### src/rtl/act_rf_ni_read_ctrl_if.sv
// act_rf_ni_read_ctrl_if: command, RF read-port and output-stream signals of the NI activation reader
interface act_rf_ni_read_ctrl_if #(
   parameter int ACT_ADDR_W = 6,
   parameter int ACT_DATA_W = 16
);
   logic                  start;
   logic [ACT_ADDR_W-1:0] start_addr;
   logic [ACT_ADDR_W:0]   read_len;
   logic                  comp_en_add;
   logic                  ni_read_rqst;
   logic [ACT_ADDR_W-1:0] ni_read_addr;
   logic [ACT_DATA_W-1:0] rf_read_data;
   logic                  out_valid;
   logic [ACT_DATA_W-1:0] out_data;
   logic                  out_ready;
   logic                  busy;
   logic                  done;
   modport master (
      output start, start_addr, read_len, comp_en_add, rf_read_data, out_ready,
      input  ni_read_rqst, ni_read_addr, out_valid, out_data, busy, done
   );
   modport slave (
      input  start, start_addr, read_len, comp_en_add, rf_read_data, out_ready,
      output ni_read_rqst, ni_read_addr, out_valid, out_data, busy, done
   );
endinterface

### src/rtl/act_rf_ni_read_ctrl.sv
// act_rf_ni_read_ctrl: walks an activation address range through a stall-prone read port into a credit-limited output FIFO
module act_rf_ni_read_ctrl #(
   parameter int ACT_ADDR_W = 6,
   parameter int ACT_DATA_W = 16,
   parameter int FIFO_DEPTH = 2
) (
   input logic                  clk,
   input logic                  rst,
   act_rf_ni_read_ctrl_if.slave bus
);
   localparam int PW = $clog2(FIFO_DEPTH);
   localparam logic [ACT_ADDR_W:0] MAX_LEN = {1'b1, {ACT_ADDR_W{1'b0}}};
   localparam logic [ACT_ADDR_W:0] ONE_LEFT = {{ACT_ADDR_W{1'b0}}, 1'b1};
   localparam logic [PW:0] DEPTH = (PW+1)'(FIFO_DEPTH);
   typedef enum logic [1:0] {IDLE, READ, DRAIN} state_t;
   state_t                r_state;
   logic [ACT_ADDR_W-1:0] r_addr;
   logic [ACT_ADDR_W:0]   r_rem;
   logic                  r_inflight;
   logic                  r_busy;
   logic                  r_done;
   logic [ACT_DATA_W-1:0] r_mem [FIFO_DEPTH];
   logic [PW-1:0]         r_wp;
   logic [PW-1:0]         r_rp;
   logic [PW:0]           r_cnt;
   logic                  w_rqst;
   logic                  w_grant;
   logic                  w_pop;
   logic [PW:0]           w_cnt_nxt;
   // an in-flight read holds a FIFO credit so the push one cycle later always fits
   assign w_rqst    = (r_state == READ) && (r_rem != '0) && ((r_cnt + (PW+1)'(r_inflight)) < DEPTH);
   assign w_grant   = w_rqst && !bus.comp_en_add;
   assign w_pop     = (r_cnt != '0) && bus.out_ready;
   assign w_cnt_nxt = r_cnt + (PW+1)'(r_inflight) - (PW+1)'(w_pop);
   assign bus.ni_read_rqst = w_rqst;
   assign bus.ni_read_addr = w_rqst ? r_addr : '0;
   assign bus.out_valid    = r_cnt != '0;
   assign bus.out_data     = (r_cnt != '0) ? r_mem[r_rp] : '0;
   assign bus.busy         = r_busy;
   assign bus.done         = r_done;
   always_ff @(posedge clk) begin
      if (rst) begin
         r_state    <= IDLE;
         r_addr     <= '0;
         r_rem      <= '0;
         r_inflight <= 1'b0;
         r_busy     <= 1'b0;
         r_done     <= 1'b0;
         r_wp       <= '0;
         r_rp       <= '0;
         r_cnt      <= '0;
      end else begin
         r_inflight <= w_grant;
         r_cnt      <= w_cnt_nxt;
         r_done     <= 1'b0;
         if (r_inflight) begin
            r_mem[r_wp] <= bus.rf_read_data;
            r_wp        <= r_wp + 1'b1;
         end
         if (w_pop) r_rp <= r_rp + 1'b1;
         if (w_grant) begin
            r_addr <= r_addr + 1'b1;
            r_rem  <= r_rem - 1'b1;
         end
         if (r_state == IDLE && bus.start) begin
            if (bus.read_len == '0) r_done <= 1'b1;
            else begin
               r_state <= READ;
               r_busy  <= 1'b1;
               r_addr  <= bus.start_addr;
               r_rem   <= (bus.read_len > MAX_LEN) ? MAX_LEN : bus.read_len;
            end
         end else if (r_state == READ && w_grant && r_rem == ONE_LEFT) r_state <= DRAIN;
         else if (r_state == DRAIN && !r_inflight && w_cnt_nxt == '0) begin
            r_state <= IDLE;
            r_busy  <= 1'b0;
            r_done  <= 1'b1;
         end
      end
   end
endmodule

### src/flat_wrapper.sv
// flat-port wrapper written by rule: the top's interface ports become plain ports
module act_rf_ni_read_ctrl_flat 
#(
   parameter int ACT_ADDR_W = 6,
   parameter int ACT_DATA_W = 16,
   parameter int FIFO_DEPTH = 2
)
  (clk, rst, bus_start, bus_start_addr, bus_read_len, bus_comp_en_add, bus_rf_read_data, bus_out_ready, bus_ni_read_rqst, bus_ni_read_addr, bus_out_valid, bus_out_data, bus_busy, bus_done);
  act_rf_ni_read_ctrl_if #(.ACT_ADDR_W(ACT_ADDR_W), .ACT_DATA_W(ACT_DATA_W)) bus_i ();
  input logic clk;
  input logic rst;
  input wire logic [$bits(bus_i.start)-1:0] bus_start;
  input wire logic [$bits(bus_i.start_addr)-1:0] bus_start_addr;
  input wire logic [$bits(bus_i.read_len)-1:0] bus_read_len;
  input wire logic [$bits(bus_i.comp_en_add)-1:0] bus_comp_en_add;
  input wire logic [$bits(bus_i.rf_read_data)-1:0] bus_rf_read_data;
  input wire logic [$bits(bus_i.out_ready)-1:0] bus_out_ready;
  output wire logic [$bits(bus_i.ni_read_rqst)-1:0] bus_ni_read_rqst;
  output wire logic [$bits(bus_i.ni_read_addr)-1:0] bus_ni_read_addr;
  output wire logic [$bits(bus_i.out_valid)-1:0] bus_out_valid;
  output wire logic [$bits(bus_i.out_data)-1:0] bus_out_data;
  output wire logic [$bits(bus_i.busy)-1:0] bus_busy;
  output wire logic [$bits(bus_i.done)-1:0] bus_done;
  assign bus_i.start = bus_start;
  assign bus_i.start_addr = bus_start_addr;
  assign bus_i.read_len = bus_read_len;
  assign bus_i.comp_en_add = bus_comp_en_add;
  assign bus_i.rf_read_data = bus_rf_read_data;
  assign bus_i.out_ready = bus_out_ready;
  assign bus_ni_read_rqst = bus_i.ni_read_rqst;
  assign bus_ni_read_addr = bus_i.ni_read_addr;
  assign bus_out_valid = bus_i.out_valid;
  assign bus_out_data = bus_i.out_data;
  assign bus_busy = bus_i.busy;
  assign bus_done = bus_i.done;
  act_rf_ni_read_ctrl #(.ACT_ADDR_W(ACT_ADDR_W), .ACT_DATA_W(ACT_DATA_W), .FIFO_DEPTH(FIFO_DEPTH)) u_core (.clk(clk), .rst(rst), .bus(bus_i));
endmodule
### config.mk
export PLATFORM = sky130hd
export DESIGN_NAME = act_rf_ni_read_ctrl_flat
export DESIGN_NICKNAME = d
export VERILOG_FILES = /design/src/rtl/act_rf_ni_read_ctrl_if.sv /design/src/rtl/act_rf_ni_read_ctrl.sv /design/src/flat_wrapper.sv
export SDC_FILE = /design/constraint.sdc
export NUM_CORES = 1
export LEC_CHECK = 0
export CORE_MARGIN = 4
export CORE_UTILIZATION = 29
export CTS_CLUSTER_SIZE = 16
export DETAILED_ROUTE_END_ITERATION = 8
export PLACE_DENSITY = 0.54
export SLEW_MARGIN = 20
export SYNTH_ARGS = -nofsm -noshare
export SYNTH_HDL_FRONTEND = slang
export SYNTH_SLANG_ARGS = --single-unit
### constraint.sdc
create_clock -name clk -period 2.51 [get_ports clk]
set_input_delay 0.502 -clock clk [delete_from_list [all_inputs] [get_ports clk]]
set_output_delay 0.502 -clock clk [all_outputs]
set_load 0.02 [all_outputs]
Yosys cells after proc, flatten, opt, wreduce, memory -nomap -nowiden
Memories as Yosys holds them, arrays and structs flattened. A register that Yosys moved wholly into a read port is not among the register bits.
Cells that the tools add are included.
{"block": "word_totals", "ff_bits": 22, "wordCells": 69, "mem_bits_rw": 32, "mem_count": 1, "input_bits": 34}
{"block": "classes", "magnitude_cmp": 2, "n_reduce_logical": 20, "addsub": 6, "n_eq_ne": 5, "n_mux": 26}
{"name": "u_core.r_mem", "depth": 2, "width": 16, "read_ports": 1, "rd_ports_with_merged_regs": 1, "write_ports": 1, "line": "act_rf_ni_read_ctrl.sv:22", "text": "logic [ACT_DATA_W-1:0] r_mem [FIFO_DEPTH];"}
{"operator": "two-way mux 7 bit", "n": 4}
{"operator": "two-way mux 6 bit", "n": 4}
{"operator": "two-way mux 16 bit", "n": 1}
{"operator": "two-way mux 1 bit", "n": 13}
{"operator": "logical AND 1 bit", "n": 9}
{"operator": "two-way mux 2 bit", "n": 4}
{"operator": "== test 7 x 1 -> 1 bit, second input constant", "n": 1}
{"operator": "> comparator 7 bit, second input constant", "n": 1}
{"operator": "zero test 7 bit", "n": 1}
{"operator": "nonzero test 7 bit", "n": 1}
{"operator": "subtractor 7 x 1 -> 7 bit, second input constant", "n": 1}
{"operator": "adder 6 x 1 -> 6 bit, second input constant", "n": 1}
{"operator": "zero test 2 bit", "n": 2}
{"operator": "nonzero test 2 bit", "n": 2}
{"operator": "AND reduction 3 bit", "n": 1}
{"operator": "nonzero test 3 bit", "n": 1}
{"operator": "adder 1 bit, second input constant", "n": 2}
{"operator": "adder 2 x 1 -> 2 bit", "n": 1}
{"operator": "== test 2 x 1 -> 1 bit, second input constant", "n": 1}
{"operator": "== test 2 bit, second input constant", "n": 1}
{"operator": "zero test 1 bit", "n": 2}
{"operator": "less-than comparator 2 bit, second input constant", "n": 1}
{"operator": "!= test 2 x 1 -> 1 bit, second input constant", "n": 1}
{"operator": "!= test 2 bit, second input constant", "n": 1}
{"operator": "2 further kinds", "n": 2}

Logic depth before layout (Yosys ltp)
{"block": "depth", "depth_word": 8, "mapped_depth": 7, "ltp_nobuf": 7}

Least setup slack after synthesis
No wires, ideal clock.
{"block": "synth_timing", "path_type": "input -> register", "from": "input rst", "to": "memory u_core.r_mem[0][0], enable pin", "path_stages": 3, "required_time_ns": 2.097, "t_arrival_ns": 2.129, "n_path_buf": 2, "path_slack_ns": -0.032, "setup_time_ns": 0.413, "path_cell_list": "clkbuf_1 > clkbuf_1 > nor3b_1"}
{"block": "synth_between", "elab_chain_cells": 2}
{"item": "start, declared", "line": "flat_wrapper.sv:11", "text": "input logic rst;"}
{"item": "two-way mux 1 bit", "line": "act_rf_ni_read_ctrl.sv:42", "text": "if (rst) begin"}
{"item": "two-way mux 1 bit (not written as such)", "line": "act_rf_ni_read_ctrl.sv:57", "text": "r_mem[r_wp] <= bus.rf_read_data;"}
{"item": "end, declared", "line": "act_rf_ni_read_ctrl.sv:22"}
No other way between the ends.

Worst setup path after layout
{"block": "layout_timing", "from": "register u_core.r_rem[1]", "to": "output bus_ni_read_addr[0]"}
{"block": "layout_between", "elab_chain_cells": 4}
{"item": "start, declared", "line": "act_rf_ni_read_ctrl.sv:18", "text": "logic [ACT_ADDR_W:0] r_rem;"}
{"item": "start signal, assigned", "line": "act_rf_ni_read_ctrl.sv:63", "text": "r_rem <= r_rem - 1'b1;"}
{"item": "start signal, assigned", "line": "act_rf_ni_read_ctrl.sv:71", "text": "r_rem <= (bus.read_len > MAX_LEN) ? MAX_LEN : bus.read_len;"}
{"item": "nonzero test 7 bit", "line": "act_rf_ni_read_ctrl.sv:31", "text": "assign w_rqst = (r_state == READ) && (r_rem != '0) && ((r_cnt + (PW+1)'(r_inflight)) < DEPTH);"}
{"item": "logical AND 1 bit (2 in a row)", "line": "act_rf_ni_read_ctrl.sv:31"}
{"item": "two-way mux 6 bit", "line": "act_rf_ni_read_ctrl.sv:36", "text": "assign bus.ni_read_addr = w_rqst ? r_addr : '0;"}
{"item": "end, declared", "line": "flat_wrapper.sv:19", "text": "output wire logic [$bits(bus_i.ni_read_addr)-1:0] bus_ni_read_addr;"}
No other way between the ends.

==> flow_summary.ini <==
[outcome]
status = completed

[cells_and_area]
fin_cells = 400
fin_area_mm2 = 0.003523
layout_commonest_cell = clkdlybuf4s50_1
layout.nets = 331
layout-drive-gt1-share_pct = 20.55
syn_to_final_growth_pct = 36.83
postLayoutCoreUtil_pct = 40.60
layout_common_cells = clkdlybuf4s50_1, nor2_1, edfxtp_1
antennaDiodeCount = 0

[grt]
grt_pass1_wl_um = 9246
grt_use_total_pct = 11.41
grt_pass1_vias = 1828
overflow = 0
grtUsageMet2_pct = 18.19
antenna_found_initial = 0
grt_max_degree = 19
use_met3_pct = 3.072
grtUsageMet1_pct = 15.43
grt_most_used_layer = met2

[sta]
setup_tns_ns = 0
worstMarginPinSlew_ns = 0.7518
setup_viol = 0
period_share_pct = 94.38
finClkSkew_ns = 0.009857
slew_headroom_pct = 49.88
rsz0062_at_grt = false
maxSlewViolCount = 0
fmax_mhz = 422.1
hold_violations = 0
period_needed_ns = 2.369

[synthesis]
synth-seq-cells = 55
ys.flop_type = edfxtp_1
synth-async-reset-ratio_pct = 0
yosys_warnings = 0
netlist_area_mm2 = 0.002575
synth-edff-count = 32
syn_area_per_cell_um2 = 12.20
synth_largest_area_cell = edfxtp_1
synth_nets = 251
yosysUniqueCellTypes = 52
yosysSeqAreaShare_pct = 55.20
synth_top_area_share_pct = 37.32
syn_inst = 211
ys_top_cells_by_area = edfxtp_1, dfxtp_1, mux2i_1

[cts]
cts_hold_buf = 0
htree_levels = 2
clockRootBuffer = clkbuf_8
tritoncts = done
insertion_delay_ns = 0.30
cts_buffer_depth = 2
clock_sinks = 55
numCtsBuffers = 5
clk_pin_slew_ns = 0.09

[drt]
drc_errors = 0
ant_nets = 0
drt-wirelength-per-cell_um = 14.32
wirelength_um = 5727
vias = 1874
dr.first_iter.drc_count = 48
viasPerCell = 4.685
drt_first_pass_iters = 4

[place]
dp_hpwl_um = 4233
gp_congestion = 0.8535
dp_cells = 391
io_buffers = 59
placement.cell_area_mm2 = 0.003433

[pwr]
swShare_pct = 32.23
pwr-share-seq_pct = 38.9
pwr-share-comb_pct = 39.4
clkPwrFrac_pct = 21.7
vdd_drop_max_v = 0.0002274
power_density_mw_per_mm2 = 764.4
p_leak_nw = 1.240
power.switching_mw = 0.8680
total_power_mw = 2.693
p_int_mw = 1.825

[flow_run]
drv_cap = 0

[critical_path]
critPathKind = reg2out
arrival_ns = 1.87
critPathLaunchType = flip-flop
path_max_fanout = 8
required_ns = 2.01
rrSetupSlack_ns = 0.55
crit_path_end_kind = primary output

[floorplan]
die_w_um = 102.2
rows = 34
design.die.area_mm2 = 0.01045
start_util_pct = 29.67
ios = 60
core_mm2 = 0.008678
die_h_um = 102.2

[hold_path]
hp-class = reg2reg
-- final cells by class --
type,count,area (um^2)
fillers,844,5155
multi-input cells,143,1100
clock buffers,6,72.57
flip-flops and latches,55,1423
well taps,108,135.1
clock inverters,2,37.54
inverters,5,18.77
repair buffers,81,737.0
-- flip-flops by register name, indices dropped and copies added (netlist names), named ones only --
signal,cells
u_core.r_state,2
u_core.r_rp,1
u_core.bus.busy,1
u_core.r_mem,32
u_core.r_cnt,2
u_core.r_addr,6
u_core.r_rem,7
u_core.r_inflight,1
u_core.bus.done,1
u_core.r_wp,1
-- cell usage after synthesis (all sizes together), types with 3 or more instances --
master,number
dfxtp,23
a211oi,5
edfxtp,32
inv,5
or4,5
clkbuf,5
nand2,8
nor3,5
nor2,34
nor2b,3
ha,6
and2,7
buf,3
xnor2,5
mux2i,18
o211ai,3
xor2,3
nor3b,5
a21oi,3
-- power by group through the flow --
stage / Clock, mW / Sequential (mW) / Combinational (mW)
global route: 0.644 / 1.05 / 1.16
floorplan: 0 / 1.06 / 0.606
CTS: 0.603 / 1.05 / 1.08
global placement: 0 / 1.07 / 1.08
finish: 0.584 / 1.05 / 1.06
detailed placement: 0 / 1.07 / 1.08
-- per-stage QoR --
| step | setup slack (ns) | hold WS, ns |
|---|---|---|
| global placement | 0.1119 | 0.4947 |
| detailed placement | 0.07887 | 0.4958 |
| finish | 0.1412 | 0.5052 |
| CTS | 0.01496 | 0.5098 |
| floorplan | 0.5070 | 0.4813 |
| global route | 0.05056 | 0.5599 |
-- path summary, 6_finish.rpt --
| path | start | endpoint | cells after the start |
|---|---|---|---|
| worst max-delay path | u_core.r_rem[1]$_SDFF_PP0_ | bus_ni_read_addr[0] | 6 |
| worst min-delay path | u_core.bus.busy$_SDFFE_PP0P_ | u_core.bus.busy$_SDFFE_PP0P_ | 2 |
| worst max register to register | u_core.r_cnt[0]$_SDFF_PP0_ | u_core.r_rem[4]$_SDFF_PP0_ | 6 |
| worst min register to register | u_core.bus.busy$_SDFFE_PP0P_ | u_core.bus.busy$_SDFFE_PP0P_ | 2 |
-- repair_timing --
action	4_1_cts	5_1_grt
endpoints found under the setup margin	7	6
hold endpoints to repair	0	0
buffers inserted	0	1
gates resized for setup	19	8
pin swaps	0	0
-- critical path, stage by stage, from the launching register on --
cell      delay, ns
dfxtp_2        0.34
inv_1          0.07
ha_2           0.18
or2b_2         0.31
o2111a_2       0.30
and2_2         0.20
buf_2          0.16
-- cells by family after synthesis --
| kind of cell | synth area share (%) |
|---|---|
| AND/OR/NAND/NOR | 18.08 |
| buffers and inverters | 2.381 |
| AO/OA/AOI/OAI | 10.54 |
| multiplexers | 6.997 |
| XOR/XNOR | 3.887 |
| adder cells (fa/ha/maj) | 2.915 |
| flip-flops | 55.20 |
-- per-layer routing --
layer	vias to the layer above	wire length (um)
met5	-	0
met4	0	55
met3	6	370
met2	52	2632
met1	869	2668
li1	947	-
No activity file was read; power rests on OpenSTA's default activity.
